**src/rtl/module_keypad_scanner.sv**
```systemverilog
// -----------------------------------------------------------------------------
// module_keypad_scanner
//
// Scan controller for a 4x4 matrix keypad. One column is driven low at a time
// and the active-low rows are sampled once per column step. A candidate key is
// debounced with the column frozen. An accepted key is then reported as
// {row_idx, col_idx} through a valid/ack handshake. Only one key is tracked at
// a time: scanning resumes only after that key has been released and the
// release has been debounced.
//
// Parameters
//   SCAN_DIV    clk cycles per column step (>= 4)
//   DEBOUNCE_N  consecutive identical samples needed for press/release (>= 2)
//
// Ports
//   clk        in   system clock
//   rst        in   synchronous, active-high reset
//   rows       in   [3:0] keypad rows, active-low, asynchronous to clk
//   columns    out  [3:0] column drive, active-low, exactly one bit low
//   key_code   out  [3:0] {row_idx, col_idx} of the last accepted key
//   key_valid  out  new key available, held until consumed
//   key_ack    in   consumer takes key_code when key_valid & key_ack
//   key_held   out  high while the accepted key is still pressed
//   overrun    out  1-cycle pulse: key accepted while the previous one was unacked
// -----------------------------------------------------------------------------
module module_keypad_scanner #(
    parameter int SCAN_DIV   = 27000,
    parameter int DEBOUNCE_N = 10
) (
    input  logic       clk,
    input  logic       rst,
    input  logic [3:0] rows,
    output logic [3:0] columns,
    output logic [3:0] key_code,
    output logic       key_valid,
    input  logic       key_ack,
    output logic       key_held,
    output logic       overrun
);

    localparam int DIV_W = (SCAN_DIV > 1) ? $clog2(SCAN_DIV) : 1;
    localparam int CNT_W = (DEBOUNCE_N > 1) ? $clog2(DEBOUNCE_N) : 1;
    localparam logic [DIV_W-1:0] DIV_LAST = DIV_W'(SCAN_DIV - 1);
    localparam logic [CNT_W-1:0] CNT_LAST = CNT_W'(DEBOUNCE_N - 1);

    typedef enum logic [1:0] {
        ST_SCAN      = 2'd0,
        ST_DEB_PRESS = 2'd1,
        ST_WAIT_REL  = 2'd2,
        ST_DEB_REL   = 2'd3
    } state_t;

    // Registered state
    state_t           state_q;
    logic [3:0]       rows_meta_q;
    logic [3:0]       rows_s_q;
    logic [DIV_W-1:0] div_q;
    logic [CNT_W-1:0] cnt_q;
    logic [1:0]       col_q;
    logic [3:0]       columns_q;
    logic [1:0]       row_q;
    logic [3:0]       pat_q;
    logic [3:0]       key_code_q;
    logic             key_valid_q;
    logic             key_held_q;
    logic             overrun_q;

    // Combinational helpers
    logic             tick_d;
    logic             sample_ok_d;
    logic [1:0]       row_idx_d;
    logic [1:0]       col_inc_d;
    logic [3:0]       col_drive_d;

    assign tick_d    = (div_q == DIV_LAST);
    assign col_inc_d = col_q + 2'd1;

    // Active-low drive pattern for the column that follows col_q.
    genvar gi;
    generate
        for (gi = 0; gi < 4; gi++) begin : g_col_drive
            assign col_drive_d[gi] = (col_inc_d != 2'(gi));
        end
    endgenerate

    // A sample is usable only when exactly one row is low; idle and
    // multi-key (ghosting) patterns are both treated as "no key".
    always_comb begin
        sample_ok_d = 1'b0;
        row_idx_d   = 2'd0;
        case (rows_s_q)
            4'b1110: begin sample_ok_d = 1'b1; row_idx_d = 2'd0; end
            4'b1101: begin sample_ok_d = 1'b1; row_idx_d = 2'd1; end
            4'b1011: begin sample_ok_d = 1'b1; row_idx_d = 2'd2; end
            4'b0111: begin sample_ok_d = 1'b1; row_idx_d = 2'd3; end
            default: begin sample_ok_d = 1'b0; row_idx_d = 2'd0; end
        endcase
    end

    always_ff @(posedge clk) begin
        if (rst) begin
            state_q     <= ST_SCAN;
            rows_meta_q <= 4'b1111;
            rows_s_q    <= 4'b1111;
            div_q       <= '0;
            cnt_q       <= '0;
            col_q       <= 2'd0;
            columns_q   <= 4'b1110;
            row_q       <= 2'd0;
            pat_q       <= 4'b1111;
            key_code_q  <= 4'd0;
            key_valid_q <= 1'b0;
            key_held_q  <= 1'b0;
            overrun_q   <= 1'b0;
        end else begin
            rows_meta_q <= rows;
            rows_s_q    <= rows_meta_q;
            overrun_q   <= 1'b0;

            // Free-running column-step divider.
            if (tick_d) begin
                div_q <= '0;
            end else begin
                div_q <= div_q + DIV_W'(1);
            end

            // Consumption; an acceptance later in this block takes priority.
            if (key_valid_q && key_ack) begin
                key_valid_q <= 1'b0;
            end

            case (state_q)
                ST_SCAN: begin
                    if (tick_d) begin
                        if (sample_ok_d) begin
                            pat_q   <= rows_s_q;
                            row_q   <= row_idx_d;
                            cnt_q   <= '0;
                            state_q <= ST_DEB_PRESS;
                        end else begin
                            col_q     <= col_inc_d;
                            columns_q <= col_drive_d;
                        end
                    end
                end

                ST_DEB_PRESS: begin
                    if (rows_s_q != pat_q) begin
                        // Bounce: retry the same column on a later tick.
                        cnt_q   <= '0;
                        state_q <= ST_SCAN;
                    end else if (cnt_q == CNT_LAST) begin
                        key_code_q  <= {row_q, col_q};
                        key_valid_q <= 1'b1;
                        key_held_q  <= 1'b1;
                        // An ack in this same cycle consumes the old key, so
                        // nothing is lost and no overrun is flagged.
                        overrun_q   <= key_valid_q & ~key_ack;
                        state_q     <= ST_WAIT_REL;
                    end else begin
                        cnt_q <= cnt_q + CNT_W'(1);
                    end
                end

                ST_WAIT_REL: begin
                    if (rows_s_q[row_q]) begin
                        cnt_q   <= '0;
                        state_q <= ST_DEB_REL;
                    end
                end

                ST_DEB_REL: begin
                    if (!rows_s_q[row_q]) begin
                        state_q <= ST_WAIT_REL;
                    end else if (cnt_q == CNT_LAST) begin
                        key_held_q <= 1'b0;
                        // Restart the divider so the next column gets a full step.
                        div_q      <= '0;
                        col_q      <= col_inc_d;
                        columns_q  <= col_drive_d;
                        cnt_q      <= '0;
                        state_q    <= ST_SCAN;
                    end else begin
                        cnt_q <= cnt_q + CNT_W'(1);
                    end
                end

                default: begin
                    state_q <= ST_SCAN;
                end
            endcase
        end
    end

    assign columns   = columns_q;
    assign key_code  = key_code_q;
    assign key_valid = key_valid_q;
    assign key_held  = key_held_q;
    assign overrun   = overrun_q;

endmodule

```
**config.mk**
```make
export PLATFORM = sky130hd
export DESIGN_NAME = module_keypad_scanner
export DESIGN_NICKNAME = d
export VERILOG_FILES = /design/src/rtl/module_keypad_scanner.sv
export SDC_FILE = /design/constraint.sdc
export NUM_CORES = 1
export LEC_CHECK = 0
export BUFFER_PORTS_ARGS = -buffer_cell sky130_fd_sc_hd__buf_2
export CORE_MARGIN = 4
export CORE_UTILIZATION = 58
export CTS_CLUSTER_SIZE = 12
export DETAILED_ROUTE_END_ITERATION = 12
export GPL_TIMING_DRIVEN = 1
export PLACE_DENSITY = 0.83
export SETUP_SLACK_MARGIN = 0.05
export SYNTH_ARGS = -nofsm -noshare
export SYNTH_HDL_FRONTEND = slang
export SYNTH_SLANG_ARGS = --single-unit
```
**constraint.sdc**
```tcl
create_clock -name clk -period 2.6 [get_ports clk]
set_input_delay 0.26 -clock clk [delete_from_list [all_inputs] [get_ports clk]]
set_output_delay 0.26 -clock clk [all_outputs]
set_load 0.01 [all_outputs]
```
==> run summary <==
OpenSTA, run right after detailed placement, puts the worst setup slack at 0.4832 ns. In this run the critical register-to-register path is captured at row_q[0]. After synthesis the netlist holds a flip-flop and latch count of 48.

After legalization and detailed placement, the total HPWL measured 2612 µm. After clock tree synthesis, the clock-pin slew on the worst setup and hold paths is 0.08 ns. Category of the worst setup path capture point: a flop.

TritonCTS built the clock tree. The tools report the number of antenna violations at the first check in global routing as 0. For this run the aggregate overflow at the end of global routing stands at 0.

The finished layout holds 297 standard cells, fillers aside. Detailed routing inserted a total of 1606 vias. The number of buffers inserted during clock tree synthesis is 5, and the net count after synthesis is 250. Walking the worst path, the cells encountered are ha_1 > and4_1 > and4_1 > and2_2 > nand2_1 > or3_1 > a21oi_1. The tools report the startpoint of the most critical register-to-register path as div_q[0].

The remaining design rule violation count was 0. The width of the die is 69.65 µm. Clock tree synthesis selected as its root buffer the cell sky130_fd_sc_hd__clkbuf_8. The H-tree depth reported by CTS is 2, and the layout net count is 263. Among the stages of the critical path, the cell type that occurs most often is sky130_fd_sc_hd__and4_1. In the finished design, the share of the clock period the worst path needs comes to 82.33%.

Number of antenna cells inserted: 0. The tools report the hold-critical path endpoint as rows_meta_q[0]. For this block, the initial DRC count from the detailed router was 57. At the end of routability-driven placement, the weighted congestion stood at 0.7969. For the pin with the worst max-slew slack, the measured transition is 0.7917 ns.

The number of hold buffers added after CTS was 0; the placed cell count was 290. The count of buffers added on input and output ports is 17. The total power after layout is 1.282 mW. For the count of final max-slew check failures, the log shows 0. The clock reaches the later pin of the worst-skew pair after 0.29 ns. For the initial core utilization, the log shows 60.22%.

The count of nets left with antenna violations once routing finished came out at 0. The cell count after synthesis was 236. Setup repair after global routing left no endpoint under its margin.

The region available for standard cell placement spans 3661 µm². Of all nets on the critical path, the largest fanout is 7. The tool flagged a number of max-cap violations equal to 0.

In this run the count of I/O pins placed on the die edge is 18. Setup violations remaining at the end of the flow were counted as 0. Fill cells in the final layout number 310. The die covers 4851 µm². The number of global-route vias before repair is 1541.

The run gives 4 as the number of iterations in the first detailed-routing pass. The slowest stage cell on the critical path is sky130_fd_sc_hd__dfxtp_1. No sink is reached through more buffers than the 2 on the longest clock path. For the minimum setup slack in the final design, the log shows 0.4595 ns. The clock period minus worst slack was 2.140 ns; the number of cells on the worst hold path was 2.

The tools report the number of clock sinks as 48. sky130_fd_sc_hd__dfxtp_1 takes more of the synthesized area than any other cell. The run gives 16.36% as the aggregate global-route resource usage.

After detailed routing, the total wire length is 3656 µm. For the static power due to leakage, the log shows 0.9054 nW. Entering global routing, the biggest net connects 36 pins. The worst hold path begins at rows[0]. The flip-flop cell with the highest count after synthesis is sky130_fd_sc_hd__dfxtp_1. Sequential elements use 43.59% of the synthesized area. Headroom to the max-slew limit came out at 47.22%.

The top cell type by area accounts for 43.59% of the synthesized area. At the worst endpoint, the arrival time is 2.36 ns. In the post-synthesis netlist, the biggest area contributors are sky130_fd_sc_hd__dfxtp_1 (44%), sky130_fd_sc_hd__xor2_1 (5.2%), sky130_fd_sc_hd__ha_1 (4.0%).

The average wire per cell in the routed design is 12.31 µm, and the worst clock skew on the final layout is 0.004758 ns. The run gives 2.82 ns as the required time at the worst-slack endpoint. Across all register-to-register paths, the minimum setup slack is 0.46 ns.

The area of the mapped netlist came out at 2205 µm². The y dimension of the die was 69.65 µm. The number of flops mapped to enable cells by yosys was 0. In this run the worst hold path is classified as primary input to flop. Gates resized during post-CTS repair numbered 0.

The run finished with clean final reports. On the worst path, the slowest cell contributes a delay of 0.42 ns. Compared with the post-synthesis result, the final layout area differs by 6.811%. The worst setup path is launched from a flop.

The peak supply drop was 0.4125 mV; the synthesized area per cell was 9.342 µm². The total power divided by cell area was 544.3 nW/µm². For this run, the number of Yosys warnings is 0.

The critical path class was flop to flop. The initialized floorplan defines 22 standard-cell rows. The maximum clock frequency was 467.2 MHz; the via-per-instance ratio was 5.407. The number of cells on the worst reg-to-reg path is 7. The post-route netlist has 18.88% of its cells at a drive strength greater than 1. The logs give 0 for the number of setup buffers added after CTS and 0 for the final count of hold timing violations.

The first global-routing pass estimated 6603 µm of wire. The logs give 0 ns for the total negative setup slack and 48 for the number of distinct library cell variants in the gate-level netlist after synthesis. Async set or reset register ratio after synthesis: 0%.
[where the power goes]
group	leakage [nW]	switching, mW	total, mW	internal, mW
registers	0.390	0.0131	0.759	0.746
clock network	0.0503	0.227	0.464	0.237
logic	0.465	0.0335	0.0589	0.0254
[synthesized netlist by cell type, types with 5 or more instances]
cell type	count
sky130_fd_sc_hd__ha_1	7
sky130_fd_sc_hd__a21oi_1	9
sky130_fd_sc_hd__inv_1	10
sky130_fd_sc_hd__dfxtp_1	48
sky130_fd_sc_hd__nor2_1	18
sky130_fd_sc_hd__xor2_1	13
sky130_fd_sc_hd__nand3_1	11
sky130_fd_sc_hd__nor2_2	7
sky130_fd_sc_hd__clkbuf_1	5
sky130_fd_sc_hd__nand2_1	22
sky130_fd_sc_hd__xnor2_1	9
sky130_fd_sc_hd__or2_2	8
sky130_fd_sc_hd__and3_1	7
[metal layers]
| layer | track usage [%] | part of all wire, % |
|---|---|---|
| met5 | 0 | 0 |
| met1 | 20.31 | 46 |
| met3 | 4.493 | 4.9 |
| met4 | 5.745 | 1.5 |
| met2 | 27.22 | 48 |
[state kept, by name, indices dropped and copies added, names as in the netlist]
register / flops
div_q: 15
cnt_q: 4
columns: 4
key_code: 4
pat_q: 4
rows_meta_q: 4
rows_s_q: 4
col_q: 2
row_q: 2
state_q: 2
key_held: 1
key_valid: 1
overrun: 1
[stage by stage]
| stage | cell area [µm²] | hold WS (ns) | utilization, % |
|---|---|---|---|
| floorplan | 2205 | 0.3638 | - |
| global placement | 2258 | 0.3942 | 61.69 |
| detailed placement | 2258 | 0.3941 | 61.69 |
| CTS | 2355 | 0.1388 | 64.32 |
| global route | 2355 | 0.1392 | 64.32 |
| finish | 2355 | 0.1455 | 64.32 |
[cell families after synthesis]
group / Yosys count / share of synthesized area, %
AND/OR/NAND/NOR: 105 / 26.22
flip-flops: 48 / 43.59
AO/OA/AOI/OAI: 31 / 10.16
XOR/XNOR: 22 / 8.740
buffers and inverters: 21 / 5.846
adder cells (fa/ha/maj): 7 / 3.973
multiplexers: 2 / 1.476
[layout make-up]
type | instances | area (µm²) | area share, %
Clock buffer | 7 | 96.34 | 4.091
Inverter | 10 | 37.54 | 1.594
Multi-Input combinational cell | 167 | 1115 | 47.34
Sequential cell | 48 | 960.9 | 40.81
Tap cell | 48 | 60.06 | 2.550
Timing Repair Buffer | 17 | 85.08 | 3.613
[cell usage in the layout, fill, tap and decap left out, drive strengths merged, types with 2 or more instances in the layout]
cell type and instances:
dfxtp 48, nor2 28, nand2 22, buf 17, xor2 13, nand3 11, inv 10, xnor2 9
a21oi 9, or2 8, and3 7, ha 7, clkbuf 7, and2 6, or3 4, nand4 4
a211o 4, o21bai 4, o21ai 3, nand2b 3, nand4b 2, and4 2, nor3 2, a211oi 2
[worst max-delay path, delay by kind of cell, from the launching register on]
family,cells,cell delay [ns]
and+or+nand+nor,5,1.22
DFF,1,0.42
adders and majority gates,1,0.29
AOI/OAI and AO/OA,1,0.14
[worst max-delay path by stage]
stage / startpoint / end / slack (ns)
floorplan: div_q[0] / row_q[0] / 0.67
global placement: div_q[0] / row_q[0] / 0.53
detailed placement: div_q[0] / row_q[0] / 0.48
CTS: div_q[0] / row_q[0] / 0.45
global route: div_q[0] / row_q[0] / 0.28
finish: div_q[0] / row_q[0] / 0.46
(Power assumes the default switching activity.)
